### config.mk
export PLATFORM = sky130hd
export DESIGN_NAME = crc_par_engine
export DESIGN_NICKNAME = d
export VERILOG_FILES = /design/src/rtl/crc_par_engine.sv
export SDC_FILE = /design/constraint.sdc
export NUM_CORES = 1
export LEC_CHECK = 0
export CAP_MARGIN = 20
export CORE_MARGIN = 2
export CORE_UTILIZATION = 51
export CTS_BUF_LIST = sky130_fd_sc_hd__clkbuf_8
export CTS_CLUSTER_DIAMETER = 200
export DETAILED_ROUTE_END_ITERATION = 16
export PLACE_DENSITY_LB_ADDON = 0.12
export SKIP_CTS_REPAIR_TIMING = 1
export SYNTH_ARGS = -nofsm -noshare
export SYNTH_HDL_FRONTEND = slang
export SYNTH_SLANG_ARGS = --single-unit
### constraint.sdc
create_clock -name clk -period 1.7 [get_ports clk]
set_clock_uncertainty 0.05 [all_clocks]
set_input_delay 0.34 -clock clk [delete_from_list [all_inputs] [get_ports clk]]
set_output_delay 0.34 -clock clk [all_outputs]
set_load 0.005 [all_outputs]
### src/rtl/crc_par_engine.sv
// Parallel-input CRC engine: P message bits per accepted beat, MSB-first LFSR.
// Optional final XOR with XOROUT is enabled by defining CRC_XOROUT_EN.
module crc_par_engine #(
    parameter int unsigned CRC_W  = 8,
    parameter logic [31:0] POLY   = 32'h07,
    parameter int unsigned P      = 3,
    parameter logic [31:0] INIT   = 32'h0,
    parameter logic [31:0] XOROUT = 32'h0
) (
    input  logic             clk,
    input  logic             reset,
    input  logic             in_valid,
    input  logic [P-1:0]     in_data,
    input  logic             in_first,
    input  logic             in_last,
    output logic             in_ready,
    input  logic             out_ready,
    output logic             crc_valid,
    output logic [CRC_W-1:0] crc_out,
    output logic [15:0]      msg_beats,
    output logic             err
);

    if (CRC_W < 4 || CRC_W > 32 || P < 1 || P > CRC_W ||
        (POLY >> CRC_W) != 0 || (INIT >> CRC_W) != 0 || (XOROUT >> CRC_W) != 0) begin : g_bad_params
        $error("crc_par_engine: parameter out of range");
    end

    localparam logic [CRC_W-1:0] POLY_W = POLY[CRC_W-1:0];
    localparam logic [CRC_W-1:0] INIT_W = INIT[CRC_W-1:0];

    typedef enum logic [1:0] {
        IDLE,
        RUN,
        HOLD
    } state_t;

    state_t           state, state_nxt;
    logic [CRC_W-1:0] crc_reg, crc_nxt;
    logic [15:0]      beat_cnt, cnt_nxt;
    logic             err_nxt;
    logic             load_result;
    logic             accept;
    logic [CRC_W-1:0] result;

    // P serial LFSR steps unrolled; in_data[P-1] enters the register first.
    function automatic logic [CRC_W-1:0] crc_advance(input logic [CRC_W-1:0] c,
                                                     input logic [P-1:0]     d);
        logic [CRC_W-1:0] r;
        logic             fb;
        r = c;
        for (int unsigned i = 0; i < P; i++) begin
            fb = r[CRC_W-1] ^ d[P-1-i];
            r  = {r[CRC_W-2:0], 1'b0} ^ (fb ? POLY_W : '0);
        end
        return r;
    endfunction

    always_ff @(posedge clk or posedge reset) begin
        if (reset) begin
            state <= IDLE;
        end else begin
            state <= state_nxt;
        end
    end

    always_comb begin
        state_nxt   = state;
        crc_nxt     = crc_reg;
        cnt_nxt     = beat_cnt;
        err_nxt     = 1'b0;
        load_result = 1'b0;
        in_ready    = (state != HOLD);
        accept      = in_valid && in_ready;

        case (state)
            IDLE, RUN: begin
                if (accept) begin
                    if (in_first) begin
                        // A first beat always restarts; mid-message it also flags the abandoned one.
                        err_nxt     = (state == RUN);
                        crc_nxt     = crc_advance(INIT_W, in_data);
                        cnt_nxt     = 16'd1;
                        load_result = in_last;
                        state_nxt   = in_last ? HOLD : RUN;
                    end else if (state == IDLE) begin
                        err_nxt = 1'b1;
                    end else begin
                        crc_nxt     = crc_advance(crc_reg, in_data);
                        cnt_nxt     = (beat_cnt == 16'hFFFF) ? beat_cnt : beat_cnt + 16'd1;
                        load_result = in_last;
                        state_nxt   = in_last ? HOLD : RUN;
                    end
                end
            end
            HOLD: begin
                if (out_ready) begin
                    state_nxt = IDLE;
                end
            end
            default: begin
                state_nxt = IDLE;
            end
        endcase
    end

`ifdef CRC_XOROUT_EN
    localparam logic [CRC_W-1:0] XOROUT_W = XOROUT[CRC_W-1:0];
    assign result = crc_nxt ^ XOROUT_W;
`else
    assign result = crc_nxt;
`endif

    always_ff @(posedge clk or posedge reset) begin
        if (reset) begin
            crc_reg   <= INIT_W;
            beat_cnt  <= '0;
            crc_out   <= '0;
            msg_beats <= '0;
            err       <= 1'b0;
        end else begin
            crc_reg  <= crc_nxt;
            beat_cnt <= cnt_nxt;
            err      <= err_nxt;
            if (load_result) begin
                crc_out   <= result;
                msg_beats <= cnt_nxt;
            end
        end
    end

    assign crc_valid = (state == HOLD);

endmodule

==> run metrics <==
gp weighted congestion=between 0.8 and 0.9; Mapped Area=0.00262 mm2; ys flop type=dfrtp_1; Seq/Total Area, Yosys=48.8%; Die Ht=around 76 um; failing checks=setup timing; Leak=approximately 0.0018 uW; vias in the first global route=2063; GRT overflow=0; drt total wl=7300 um; Min Clock Period, post-route=1.83 ns; drt drc=0; Total Routing Usage GR=23.0%; Avg Synthesized Cell Area=approximately 10 um2; Max-Cap Viols=0; Gate Count Post-Synth=265; worst-case headroom to the max-slew limit=72.8%; Syn Nets=275; count of final setup violators=13; initial cell density of the core=51.9%; Pre-antenna DRT Iters=4; CP required=1.84 ns; initial antenna violation count=0; final slew viol count=0; Post-DRT Antenna Nets=0; core area=0.00504 mm2; post-DR wirelength/cell=between 15 and 20 um; CP Max Fanout=6; largest net degree at the start of global routing=52; startpoint types=register; final setup TNS=-0.632 ns; first-pass GRT wire length=just under 10000 um; most common cell after layout, fill and taps aside=buf_4; Row Count=26; endpoints failing hold=0; drt first-iter violations=154; Num CTS Buffers=5; YS warnings=0; Post-synth EDFFs=0; I/O pins=36; Root Driver=clkbuf_8; Clk pin slew, worst setup/hold paths=0.10 ns; filler cell count=318; antenna cells=0; buffers added on ports=35; Final HPWL DP=~4700 um; die area=0.00572 mm2; RSZ-0062 raised after global routing=yes; CTS H-tree depth=2; WS Path Type=register to register; most frequent cells in the layout=buf_4, dfrtp_1, clkdlybuf4s50_1, nand2_1, nor2_1; Worst-Margin Slew=0.402 ns; Netlist cell types=52; TritonCTS clock tree=done; Placed Area=0.00345 mm2; VDD IR-drop max=655 uV; flops & latches, synth=51; Die X=75.6 um; CTS Buffer Depth=2; Critical Path Sink Type=register; fmax=roughly 0.55 GHz; total power=approximately 3700 uW; fin crit share=107%; power per cell area=948 mW/mm2; Critical Path AT=approximately 2.0 ns; Final nets=370; clk sinks=51; Hold Crit Class=input pin to asynchronous set/reset pin; share of cells above drive strength 1=37.4%; final setup margin=-0.127 ns; area delta synth->final=50.4%; biggest regs=beat_cnt: 16 flops, msg_beats: 16 flops; Vias=2436; Post-Layout Inst Area=0.00393 mm2; asr flop ratio synth=100%; Setup WS pre-CTS=-0.435 ns; Via density=5.65; outcome=complete, but fails checks; Clk Latency, worst-skew pair=a little over 0.3 ns
-- final timing paths --
path / startpoint / end / slack (ns) / depth (start not counted)
max: beat_cnt[7] / msg_beats[15] / -0.13 / 6
max in group asynchronous: reset / beat_cnt[6] / 1.02 / 3
min in group clk: in_valid / state[0] / 0.38 / 3
min reg2reg: crc_out[3] / crc_out[3] / 0.43 / 2
max reg2reg: beat_cnt[7] / msg_beats[15] / -0.13 / 6
min: reset / state[1] / 0.33 / 3
-- power breakdown --
part / internal [uW] / leakage [uW] / switching, uW
combinational: 798 / 0.00105 / 560
clock: 366 / 0.0000557 / 400
sequential: 1420 / 0.000664 / 184
-- worst max-delay path: stages (launching register included) --
cell and delay, ns:
dfrtp_1 0.45, nand4_4 0.16, nor2_2 0.18, buf_4 0.20
nand4_1 0.12, nor4b_1 0.39, o31ai_1 0.15
-- stage by stage --
step                hold WS (ns)  std cells  utilization [%]
floorplan                  0.381        265                -
global placement           0.409        413             68.4
detailed placement         0.418        413             68.4
CTS                        0.341        421             70.4
global route               0.397        431             78.0
finish                     0.327        431             78.0
-- per-layer routing --
layer	vias up	share of wire [%]	GRT usage, %
met2	91	47	35.1
met4	0	1.8	5.46
met1	1191	46	34.3
met3	18	5.4	4.37
met5	-	0	0
li1	1136	-	-
-- cells by family after synthesis --
logic type | after synthesis | synth area share, %
AO/OA/AOI/OAI | 67 | 15.6
flip-flops | 51 | 48.8
XOR/XNOR | 17 | 6.27
AND/OR/NAND/NOR | 101 | 21.9
buffers and inverters | 18 | 2.77
adder cells (fa/ha/maj) | 1 | 0.478
multiplexers | 10 | 4.16
-- cells in the mapped netlist (all sizes together), types with 4 or more instances --
library cell / number / area, um2
buf: 5 / 23.8
clkbuf: 9 / 33.8
o21ai: 21 / 105
a211oi: 4 / 30.0
nor3: 6 / 35.0
mux2: 7 / 78.8
a21oi: 20 / 100
nand3: 8 / 45.0
nand2: 30 / 113
inv: 4 / 15.0
nand4: 4 / 37.5
nor2b: 4 / 25.0
and2: 6 / 37.5
xor2: 4 / 35.0
dfrtp: 51 / 1280
nand3b: 4 / 30.0
nor2: 20 / 75.1
xnor2: 12 / 105
a31oi: 6 / 37.5
-- area by class of cell --
type	count	area (um2)	share of cell area, %
inverters	4	15.0	0.382
clock buffers	7	96.3	2.45
well taps	70	87.6	2.23
repair buffers	102	926	23.5
multi-input cells	196	1520	38.8
flip-flops and latches	51	1280	32.5
clock inverters	1	3.75	0.0955
Note: power is estimated with default switching activity, not from simulation.
